$ cat config.mk
export PLATFORM = sky130hd
export DESIGN_NAME = decode_pipe_stage_flat
export DESIGN_NICKNAME = d
export VERILOG_FILES = /design/src/rtl/decode_pipe_stage_pkg.sv /design/src/rtl/decode_pipe_stage_if.sv /design/src/rtl/decode_pipe_stage_register_bank.sv /design/src/rtl/decode_pipe_stage.sv /design/src/flat_wrapper.sv
export SDC_FILE = /design/constraint.sdc
export NUM_CORES = 2
export LEC_CHECK = 0
export BUFFER_PORTS_ARGS = -buffer_cell sky130_fd_sc_hd__buf_2
export CAP_MARGIN = 15
export CORE_ASPECT_RATIO = 1.25
export CORE_UTILIZATION = 44
export DETAILED_ROUTE_END_ITERATION = 6
export SLEW_MARGIN = 0
export SYNTH_ARGS = -nofsm -noshare
export SYNTH_HDL_FRONTEND = slang
export SYNTH_SLANG_ARGS = --single-unit
$ cat constraint.sdc
create_clock -name clk -period 7 [get_ports clk]
set_input_delay 1.05 -clock clk [delete_from_list [all_inputs] [get_ports clk]]
set_output_delay 1.05 -clock clk [all_outputs]
set_load 0.02 [all_outputs]
$ cat src/rtl/decode_pipe_stage_pkg.sv
// decode_pipe_stage_pkg: opcodes, control bundle and sizing shared by the decode, execute and control stages
package decode_pipe_stage_pkg;
  localparam int DEF_SIZE = 32;
  localparam int DEF_NUM_REGISTERS = 32;
  localparam int DEF_SIZE_REG_DIR = $clog2(DEF_NUM_REGISTERS);
  localparam int DEF_SIZE_OP = 6;
  localparam logic [5:0] OP_RTYPE = 6'h00;
  localparam logic [5:0] OP_BEQ = 6'h04;
  localparam logic [5:0] OP_BNE = 6'h05;
  localparam logic [5:0] OP_LB = 6'h20;
  localparam logic [5:0] OP_LH = 6'h21;
  localparam logic [5:0] OP_LW = 6'h23;
  localparam logic [5:0] OP_LBU = 6'h24;
  localparam logic [5:0] OP_LHU = 6'h25;
  localparam logic [5:0] OP_LWU = 6'h27;
  localparam logic [5:0] OP_SB = 6'h28;
  localparam logic [5:0] OP_SH = 6'h29;
  localparam logic [5:0] OP_SW = 6'h2B;
  typedef struct packed {
    logic regwrite;
    logic memread;
    logic memwrite;
  } ctrl_t;
  function automatic logic is_load(input logic [5:0] op);
    return op inside {OP_LB, OP_LH, OP_LW, OP_LBU, OP_LHU, OP_LWU};
  endfunction
  function automatic logic is_branch(input logic [5:0] op);
    return op == OP_BEQ || op == OP_BNE;
  endfunction
  // Immediate ALU ops occupy the whole 0x08-0x0F block
  function automatic ctrl_t decode_ctrl(input logic [5:0] op);
    ctrl_t c;
    c.memread = is_load(op);
    c.memwrite = op inside {OP_SB, OP_SH, OP_SW};
    c.regwrite = op == OP_RTYPE || op[5:3] == 3'b001 || c.memread;
    return c;
  endfunction
endpackage

$ cat src/rtl/decode_pipe_stage_if.sv
// decode_pipe_stage_if: IF/ID slot, writeback/EX-MEM feedback, hazard/redirect and ID/EX bundle
interface decode_pipe_stage_if
  import decode_pipe_stage_pkg::*;
#(
  parameter int SIZE = DEF_SIZE,
  parameter int SIZE_REG_DIR = DEF_SIZE_REG_DIR,
  parameter int SIZE_OP = DEF_SIZE_OP
);
  logic i_stall;
  logic i_flush;
  logic i_valid;
  logic [SIZE-1:0] i_instruction;
  logic [SIZE-1:0] i_pc_plus4;
  logic i_wb_we;
  logic [SIZE_REG_DIR-1:0] i_wb_dir;
  logic [SIZE-1:0] i_wb_data;
  logic i_ex_mem_we;
  logic [SIZE_REG_DIR-1:0] i_ex_mem_rd;
  logic i_ex_mem_rd_load;
  logic [SIZE-1:0] i_ex_mem_data;
  logic o_hold_if;
  logic o_branch_taken;
  logic [SIZE-1:0] o_branch_target;
  logic o_ex_valid;
  logic o_ex_regwrite;
  logic o_ex_memread;
  logic o_ex_memwrite;
  logic [SIZE_OP-1:0] o_ex_op;
  logic [SIZE-1:0] o_ex_reg_a;
  logic [SIZE-1:0] o_ex_reg_b;
  logic [SIZE-1:0] o_ex_imm;
  logic [SIZE-1:0] o_ex_funct_imm;
  logic [SIZE_REG_DIR-1:0] o_ex_rs;
  logic [SIZE_REG_DIR-1:0] o_ex_rt;
  logic [SIZE_REG_DIR-1:0] o_ex_rd;
  modport master (
    output i_stall, i_flush, i_valid, i_instruction, i_pc_plus4,
    output i_wb_we, i_wb_dir, i_wb_data,
    output i_ex_mem_we, i_ex_mem_rd, i_ex_mem_rd_load, i_ex_mem_data,
    input o_hold_if, o_branch_taken, o_branch_target,
    input o_ex_valid, o_ex_regwrite, o_ex_memread, o_ex_memwrite, o_ex_op,
    input o_ex_reg_a, o_ex_reg_b, o_ex_imm, o_ex_funct_imm, o_ex_rs, o_ex_rt, o_ex_rd
  );
  modport slave (
    input i_stall, i_flush, i_valid, i_instruction, i_pc_plus4,
    input i_wb_we, i_wb_dir, i_wb_data,
    input i_ex_mem_we, i_ex_mem_rd, i_ex_mem_rd_load, i_ex_mem_data,
    output o_hold_if, o_branch_taken, o_branch_target,
    output o_ex_valid, o_ex_regwrite, o_ex_memread, o_ex_memwrite, o_ex_op,
    output o_ex_reg_a, o_ex_reg_b, o_ex_imm, o_ex_funct_imm, o_ex_rs, o_ex_rt, o_ex_rd
  );
endinterface

$ cat src/rtl/decode_pipe_stage_register_bank.sv
// decode_pipe_stage_register_bank: register file, one write port, two async read ports, r0 hardwired to zero
module decode_pipe_stage_register_bank #(
  parameter int SIZE = 32,
  parameter int NUM_REGISTERS = 32,
  parameter int SIZE_REG_DIR = $clog2(NUM_REGISTERS)
) (
  input logic clk,
  input logic rst,
  input logic we,
  input logic [SIZE_REG_DIR-1:0] wr_dir,
  input logic [SIZE-1:0] wr_data,
  input logic [SIZE_REG_DIR-1:0] rd_dir_a,
  input logic [SIZE_REG_DIR-1:0] rd_dir_b,
  output logic [SIZE-1:0] rd_data_a,
  output logic [SIZE-1:0] rd_data_b
);
  logic [SIZE-1:0] regs [NUM_REGISTERS];
  always_ff @(posedge clk or negedge rst)
    if (!rst)
      for (int i = 0; i < NUM_REGISTERS; i++) regs[i] <= '0;
    else if (we && wr_dir != '0)
      regs[wr_dir] <= wr_data;
  assign rd_data_a = rd_dir_a == '0 ? '0 : regs[rd_dir_a];
  assign rd_data_b = rd_dir_b == '0 ? '0 : regs[rd_dir_b];
endmodule

$ cat src/rtl/decode_pipe_stage.sv
// decode_pipe_stage: instruction decode with ID-stage forwarding, hazard holds, early branch resolution and ID/EX register
module decode_pipe_stage
  import decode_pipe_stage_pkg::*;
#(
  parameter int SIZE = DEF_SIZE,
  parameter int NUM_REGISTERS = DEF_NUM_REGISTERS,
  parameter int SIZE_REG_DIR = $clog2(NUM_REGISTERS),
  parameter int SIZE_OP = DEF_SIZE_OP
) (
  input logic clk,
  input logic rst,
  decode_pipe_stage_if.slave bus
);
  logic [5:0] op;
  logic [SIZE_REG_DIR-1:0] rs, rt, dest;
  logic [SIZE-1:0] bank_a, bank_b, reg_a, reg_b, imm, funct_imm;
  ctrl_t ctrl;
  logic load_use, branch_hz, hold, bubble, equal;
  function automatic logic hits(input logic [SIZE_REG_DIR-1:0] d, a, b);
    return d != '0 && (d == a || d == b);
  endfunction
  assign op = bus.i_instruction[31:26];
  assign rs = SIZE_REG_DIR'(bus.i_instruction[25:21]);
  assign rt = SIZE_REG_DIR'(bus.i_instruction[20:16]);
  assign dest = op == OP_RTYPE ? SIZE_REG_DIR'(bus.i_instruction[15:11]) : rt;
  assign ctrl = decode_ctrl(op);
  assign imm = {{(SIZE-16){bus.i_instruction[15]}}, bus.i_instruction[15:0]};
  assign funct_imm = {{(SIZE-16){1'b0}}, bus.i_instruction[15:0]};
  decode_pipe_stage_register_bank #(
    .SIZE(SIZE),
    .NUM_REGISTERS(NUM_REGISTERS),
    .SIZE_REG_DIR(SIZE_REG_DIR)
  ) u_bank (
    .clk(clk),
    .rst(rst),
    .we(bus.i_wb_we),
    .wr_dir(bus.i_wb_dir),
    .wr_data(bus.i_wb_data),
    .rd_dir_a(rs),
    .rd_dir_b(rt),
    .rd_data_a(bank_a),
    .rd_data_b(bank_b)
  );
  // A load sitting in EX/MEM has no data yet, so it must not be forwarded
  assign reg_a = rs == '0 ? '0
               : bus.i_ex_mem_we && !bus.i_ex_mem_rd_load && bus.i_ex_mem_rd == rs ? bus.i_ex_mem_data
               : bus.i_wb_we && bus.i_wb_dir == rs ? bus.i_wb_data
               : bank_a;
  assign reg_b = rt == '0 ? '0
               : bus.i_ex_mem_we && !bus.i_ex_mem_rd_load && bus.i_ex_mem_rd == rt ? bus.i_ex_mem_data
               : bus.i_wb_we && bus.i_wb_dir == rt ? bus.i_wb_data
               : bank_b;
  assign load_use = bus.o_ex_valid && bus.o_ex_memread && hits(bus.o_ex_rd, rs, rt);
  // Branches compare in decode, so they also wait on an ALU result still in EX
  assign branch_hz = is_branch(op)
    && ((bus.o_ex_valid && bus.o_ex_regwrite && hits(bus.o_ex_rd, rs, rt))
     || (bus.i_ex_mem_we && bus.i_ex_mem_rd_load && hits(bus.i_ex_mem_rd, rs, rt)));
  assign hold = rst && bus.i_valid && (load_use || branch_hz);
  assign bubble = hold || bus.i_flush || !bus.i_valid;
  assign equal = reg_a == reg_b;
  assign bus.o_hold_if = hold;
  assign bus.o_branch_taken = rst && bus.i_valid && !hold && !bus.i_stall && !bus.i_flush
                           && ((op == OP_BEQ && equal) || (op == OP_BNE && !equal));
  assign bus.o_branch_target = bus.i_pc_plus4 + {imm[SIZE-3:0], 2'b00};
  always_ff @(posedge clk or negedge rst)
    if (!rst) begin
      bus.o_ex_valid <= 1'b0;
      bus.o_ex_regwrite <= 1'b0;
      bus.o_ex_memread <= 1'b0;
      bus.o_ex_memwrite <= 1'b0;
      bus.o_ex_op <= '0;
      bus.o_ex_reg_a <= '0;
      bus.o_ex_reg_b <= '0;
      bus.o_ex_imm <= '0;
      bus.o_ex_funct_imm <= '0;
      bus.o_ex_rs <= '0;
      bus.o_ex_rt <= '0;
      bus.o_ex_rd <= '0;
    end else if (!bus.i_stall) begin
      bus.o_ex_valid <= !bubble;
      bus.o_ex_regwrite <= !bubble && ctrl.regwrite && dest != '0;
      bus.o_ex_memread <= !bubble && ctrl.memread;
      bus.o_ex_memwrite <= !bubble && ctrl.memwrite;
      bus.o_ex_op <= bubble ? '0 : SIZE_OP'(op);
      bus.o_ex_reg_a <= bubble ? '0 : reg_a;
      bus.o_ex_reg_b <= bubble ? '0 : reg_b;
      bus.o_ex_imm <= bubble ? '0 : imm;
      bus.o_ex_funct_imm <= bubble ? '0 : funct_imm;
      bus.o_ex_rs <= bubble ? '0 : rs;
      bus.o_ex_rt <= bubble ? '0 : rt;
      bus.o_ex_rd <= bubble ? '0 : dest;
    end
endmodule
$ cat src/flat_wrapper.sv
// flat-port wrapper written by rule: the top's interface ports become plain ports
module decode_pipe_stage_flat import decode_pipe_stage_pkg::*;
#(
  parameter int SIZE = DEF_SIZE,
  parameter int NUM_REGISTERS = DEF_NUM_REGISTERS,
  parameter int SIZE_REG_DIR = $clog2(NUM_REGISTERS),
  parameter int SIZE_OP = DEF_SIZE_OP
)
  (clk, rst, bus_i_stall, bus_i_flush, bus_i_valid, bus_i_instruction, bus_i_pc_plus4, bus_i_wb_we, bus_i_wb_dir, bus_i_wb_data, bus_i_ex_mem_we, bus_i_ex_mem_rd, bus_i_ex_mem_rd_load, bus_i_ex_mem_data, bus_o_hold_if, bus_o_branch_taken, bus_o_branch_target, bus_o_ex_valid, bus_o_ex_regwrite, bus_o_ex_memread, bus_o_ex_memwrite, bus_o_ex_op, bus_o_ex_reg_a, bus_o_ex_reg_b, bus_o_ex_imm, bus_o_ex_funct_imm, bus_o_ex_rs, bus_o_ex_rt, bus_o_ex_rd);
  decode_pipe_stage_if #(.SIZE(SIZE), .SIZE_REG_DIR(SIZE_REG_DIR), .SIZE_OP(SIZE_OP)) bus_i ();
  input logic clk;
  input logic rst;
  input wire logic [$bits(bus_i.i_stall)-1:0] bus_i_stall;
  input wire logic [$bits(bus_i.i_flush)-1:0] bus_i_flush;
  input wire logic [$bits(bus_i.i_valid)-1:0] bus_i_valid;
  input wire logic [$bits(bus_i.i_instruction)-1:0] bus_i_instruction;
  input wire logic [$bits(bus_i.i_pc_plus4)-1:0] bus_i_pc_plus4;
  input wire logic [$bits(bus_i.i_wb_we)-1:0] bus_i_wb_we;
  input wire logic [$bits(bus_i.i_wb_dir)-1:0] bus_i_wb_dir;
  input wire logic [$bits(bus_i.i_wb_data)-1:0] bus_i_wb_data;
  input wire logic [$bits(bus_i.i_ex_mem_we)-1:0] bus_i_ex_mem_we;
  input wire logic [$bits(bus_i.i_ex_mem_rd)-1:0] bus_i_ex_mem_rd;
  input wire logic [$bits(bus_i.i_ex_mem_rd_load)-1:0] bus_i_ex_mem_rd_load;
  input wire logic [$bits(bus_i.i_ex_mem_data)-1:0] bus_i_ex_mem_data;
  output wire logic [$bits(bus_i.o_hold_if)-1:0] bus_o_hold_if;
  output wire logic [$bits(bus_i.o_branch_taken)-1:0] bus_o_branch_taken;
  output wire logic [$bits(bus_i.o_branch_target)-1:0] bus_o_branch_target;
  output wire logic [$bits(bus_i.o_ex_valid)-1:0] bus_o_ex_valid;
  output wire logic [$bits(bus_i.o_ex_regwrite)-1:0] bus_o_ex_regwrite;
  output wire logic [$bits(bus_i.o_ex_memread)-1:0] bus_o_ex_memread;
  output wire logic [$bits(bus_i.o_ex_memwrite)-1:0] bus_o_ex_memwrite;
  output wire logic [$bits(bus_i.o_ex_op)-1:0] bus_o_ex_op;
  output wire logic [$bits(bus_i.o_ex_reg_a)-1:0] bus_o_ex_reg_a;
  output wire logic [$bits(bus_i.o_ex_reg_b)-1:0] bus_o_ex_reg_b;
  output wire logic [$bits(bus_i.o_ex_imm)-1:0] bus_o_ex_imm;
  output wire logic [$bits(bus_i.o_ex_funct_imm)-1:0] bus_o_ex_funct_imm;
  output wire logic [$bits(bus_i.o_ex_rs)-1:0] bus_o_ex_rs;
  output wire logic [$bits(bus_i.o_ex_rt)-1:0] bus_o_ex_rt;
  output wire logic [$bits(bus_i.o_ex_rd)-1:0] bus_o_ex_rd;
  assign bus_i.i_stall = bus_i_stall;
  assign bus_i.i_flush = bus_i_flush;
  assign bus_i.i_valid = bus_i_valid;
  assign bus_i.i_instruction = bus_i_instruction;
  assign bus_i.i_pc_plus4 = bus_i_pc_plus4;
  assign bus_i.i_wb_we = bus_i_wb_we;
  assign bus_i.i_wb_dir = bus_i_wb_dir;
  assign bus_i.i_wb_data = bus_i_wb_data;
  assign bus_i.i_ex_mem_we = bus_i_ex_mem_we;
  assign bus_i.i_ex_mem_rd = bus_i_ex_mem_rd;
  assign bus_i.i_ex_mem_rd_load = bus_i_ex_mem_rd_load;
  assign bus_i.i_ex_mem_data = bus_i_ex_mem_data;
  assign bus_o_hold_if = bus_i.o_hold_if;
  assign bus_o_branch_taken = bus_i.o_branch_taken;
  assign bus_o_branch_target = bus_i.o_branch_target;
  assign bus_o_ex_valid = bus_i.o_ex_valid;
  assign bus_o_ex_regwrite = bus_i.o_ex_regwrite;
  assign bus_o_ex_memread = bus_i.o_ex_memread;
  assign bus_o_ex_memwrite = bus_i.o_ex_memwrite;
  assign bus_o_ex_op = bus_i.o_ex_op;
  assign bus_o_ex_reg_a = bus_i.o_ex_reg_a;
  assign bus_o_ex_reg_b = bus_i.o_ex_reg_b;
  assign bus_o_ex_imm = bus_i.o_ex_imm;
  assign bus_o_ex_funct_imm = bus_i.o_ex_funct_imm;
  assign bus_o_ex_rs = bus_i.o_ex_rs;
  assign bus_o_ex_rt = bus_i.o_ex_rt;
  assign bus_o_ex_rd = bus_i.o_ex_rd;
  decode_pipe_stage #(.SIZE(SIZE), .NUM_REGISTERS(NUM_REGISTERS), .SIZE_REG_DIR(SIZE_REG_DIR), .SIZE_OP(SIZE_OP)) u_core (.clk(clk), .rst(rst), .bus(bus_i));
endmodule
==> results.tsv <==
stage	metric	value	unit
logic_synthesis	Top FF cell, synth	dfrtp_1	
timing	max-slew violations	0	
timing	fmax	144.9	MHz
status	outcome	finished with violations	
cts	Num CTS Buffers	113	
floorplan	die height	420.0	µm
grt	largest net degree at the start of global routing	162	
floorplan	core area	0.1390	mm²
logic_synthesis	cell taking the most area after synthesis	dfrtp_1	
cts	H-tree depth	3	
grt	total gr overflow	0	
detailed_routing	drt pass-1 iters	7	
logic_synthesis	Seq/Total Area, Yosys	45.95	%
logic_synthesis	Synth Warn #	0	
worst_setup_path	Setup crit start kind	primary input	
cts	CTS tree	yes	
timing	setup_tns	0	ns
detailed_routing	routed length per instance	34.44	µm
worst_setup_path	worst r2r path cells	8	
timing	RSZ-0062 raised after global routing	false	
logic_synthesis	Simple-Gate Fraction of Synth Area	4.959	%
logic_synthesis	Synth area leaders	dfrtp_1, mux4_2, mux2_2	
cts	Worst-Skew Late Latency	0.76	ns
pwr	Leakage	30.66	nW
detailed_routing	post-detailed-route DRC marker count	3	
cts	Root Buffer	clkbuf_16	
finish	fillers	12194	
timing	final worst slack	0.1004	ns
logic_synthesis	number of synthesized flops with an enable pin	0	
detailed_routing	First DRT Iteration DRCs	5752	
worst_setup_path	worst flop-to-flop path endpoint	u_core.bus.o_ex_imm[2]$_DFFE_PN0N_	
logic_synthesis	Distinct cells, synth	79	
logic_synthesis	synthesized-area fraction occupied by adder cells	0.6226	%
flow_run	Max Cap Violations	0	
timing	clk_skew	0.03456	ns
detailed_routing	ANT nets after route	0	
grt	total track usage	33.64	%
logic_synthesis	Synth Area in Compound Gates	8.825	%
floorplan	die area	0.1413	mm²
logic_synthesis	Post-Syn Area	0.06149	mm²
cts	hold_buf cts	0	
timing	# setup viols final	0	
timing	worst rel slew slack	19.61	%
detailed_routing	Total Wirelength	236.9	mm
worst_setup_path	critical path peak fanout	42	
cts	clock transition at the registers of the reported paths	0.06	ns
finish	fraction of layout instances using a drive strength above 1	40.18	%
floorplan	initial cell density of the core	44.24	%
status	failing checks	DRC	
logic_synthesis	FFs w/ async S/R, synth	100.0	%
logic_synthesis	Yosys top cell area share	45.95	%
placement	DP HPWL	152.6	mm
pwr	Power Density	281.6	mW/mm²
pwr	Peak VDD IR	0.0002336	V
worst_setup_path	reg2reg start	u_core.bus.o_ex_rd[1]$_DFFE_PN0N_	
placement	routability congestion estimate	1.010	
logic_synthesis	synthesized flop and latch total	1129	
floorplan	Die X	336.4	µm
timing	slew of the pin with the lowest slew margin	1.203	ns
grt	first-pass GRT wire length	337.9	mm
logic_synthesis	Mapped Cells	4785	
timing	fin crit share	98.57	%
detailed_routing	via count	45629	
timing	Hold Violations, Final	0	
worst_setup_path	WS Path Type	primary input to output port	
finish	Final #Nets	5094	
logic_synthesis	mux cell area share after synthesis	34.06	%
worst_setup_path	worst endpoint required time	5.95	ns
finish	register area	0.02825	mm²
detailed_routing	Via density	6.632	
worst_setup_path	critical path arrival	5.85	ns
cts	deepest clock path buffer count	3	
min_path	worst min path class	primary input to asynchronous set/reset pin	
timing	min Tclk post-route	6.900	ns
worst_setup_path	r2r setup slk	3.46	ns
placement	Port Buffers	312	
finish	footprint of the multi-input gates	0.03087	mm²
logic_synthesis	xor/xnor share of the synthesized area	1.268	%
placement	DP Worst Slack	0.04230	ns
finish	P&R area growth vs syn	12.66	%
logic_synthesis	largest family of logic cells by synthesized area	multiplexers	
cts	CTS sink cnt	1129	
floorplan	Placement Rows	153	
grt	antenna violations before repair	22	
floorplan	IO Count	333	
grt	number of global-route vias before repair	45267	
logic_synthesis	syn_area_per_cell	12.85	µm²
worst_setup_path	Worst setup EP type	output port	
## worst max-delay path by stage
stage | cells after the start | end | slack (ns) | from
after CTS | 16 | bus_o_branch_taken | 0.03 | bus_i_instruction[16]
after global placement | 16 | bus_o_branch_taken | -0.05 | bus_i_instruction[16]
after detailed placement | 16 | bus_o_branch_taken | 0.04 | bus_i_instruction[16]
final | 16 | bus_o_branch_taken | 0.10 | bus_i_instruction[16]
after global routing | 16 | bus_o_branch_taken | 0.02 | bus_i_instruction[16]
after floorplan | 15 | bus_o_branch_taken | 1.90 | bus_i_instruction[16]
## worst max-delay path, stage by stage
cell	delay, ns
buf_12	0.33
buf_4	0.35
buf_6	0.31
mux4_2	0.57
a22oi_1	0.24
nand2_1	0.11
nor3_1	0.47
nor4_1	0.09
a21oi_1	0.25
xor2_1	0.51
nand4_1	0.18
nor4_1	0.29
nand3_1	0.26
buf_4	0.25
mux2_1	0.32
buf_2	0.17
## where the power goes
part	internal (mW)	leakage [nW]	switching, mW	total (mW)
Combinational	2.20	14.1	2.12	4.31
Clock	3.82	1.97	2.82	6.63
Sequential	7.68	14.6	0.882	8.56
## cells in the final DEF, fill, tap and decap left out, drive strengths merged, types with 49 or more instances in the layout
master and count:
mux2i 226, buf 545, nor2 87, a22o 86
o21ai 328, a21oi 79, nor3 49, dfrtp 1129
nand2 383, mux2 795, a22oi 75, mux4 432
xnor2 50, clkbuf 173
## cell type report
type	instances	share of cell area, %
diodes	10	0.03612
inverters	32	0.1734
multi-input cells	3097	44.57
repair buffers	545	5.267
clock inverters	34	0.8128
well taps	1860	3.360
clock buffers	173	5.001
flip-flops and latches	1129	40.78
## repair_timing
item / CTS / global route
resized for setup: 0 / 3
setup buffers: 0 / 0
setup endpoints to repair: 0 / 1
## through the flow
step                      util (%)  power (mW)  std cells  hold WS (ns)  instance area (µm²)
after floorplan                  -       11.31       4800        0.4388                61550
after global placement       46.90       12.72       6662        0.3771                65180
after detailed placement     46.92       12.85       6663        0.3854                65200
after CTS                    49.81       19.44       6870        0.2460                69230
after global routing         49.83       20.20       6872        0.2869                69250
final                        49.84       19.51       6880        0.2599                69270
## state kept, by name, indices dropped and copies added (netlist names)
signal	flops
u_core.bus.o_ex_memread	1
u_core.bus.o_ex_valid	1
u_core.bus.o_ex_reg_a	32
u_core.bus.o_ex_regwrite	1
u_core.bus.o_ex_rt	5
u_core.bus.o_ex_reg_b	32
u_core.bus.o_ex_op	6
u_core.u_bank.regs	1024
u_core.bus.o_ex_rs	5
u_core.bus.o_ex_memwrite	1
u_core.bus.o_ex_imm	16
u_core.bus.o_ex_rd	5
## metal layers
layer / wire length, µm / share of wire, % / up-vias / GRT usage, %
li1: - / - / 18274 / -
met1: 88620 / 37 / 23814 / 42.94
met2: 108100 / 46 / 2772 / 51.72
met3: 24270 / 10 / 751 / 8.791
met4: 15770 / 6.7 / 18 / 19.40
met5: 120 / 0.051 / - / 0
## synth_stat cells (all sizes together), types with 8 or more instances
| library cell | n |
|---|---|
| dfrtp | 1129 |
| mux2 | 795 |
| mux4 | 432 |
| nand2 | 383 |
| clkbuf | 354 |
| o21ai | 328 |
| mux2i | 226 |
| buf | 188 |
| nor2 | 87 |
| a22o | 86 |
| a21oi | 79 |
| a22oi | 75 |
| xnor2 | 50 |
| nor3 | 49 |
| nand3 | 42 |
| o22ai | 41 |
| xor2 | 39 |
| o221ai | 36 |
| inv | 32 |
| ha | 29 |
| a221oi | 27 |
| a211oi | 22 |
| nor2b | 22 |
| nand4 | 19 |
| o211ai | 18 |
| o32ai | 15 |
| a21o | 13 |
| nor4 | 12 |
| a31oi | 10 |
| nand3b | 9 |
| or2 | 9 |
| nand2b | 8 |
## cells by family (layout without fill, tap and decap cells)
logic type,count (synthesis),after routing
multiplexers,1453,1453
flip-flops,1129,1129
AO/OA/AOI/OAI,826,826
AND/OR/NAND/NOR,683,683
buffers and inverters,574,784
XOR/XNOR,89,89
adder cells (fa/ha/maj),30,30
other,1,26
(Power assumes the default switching activity.)
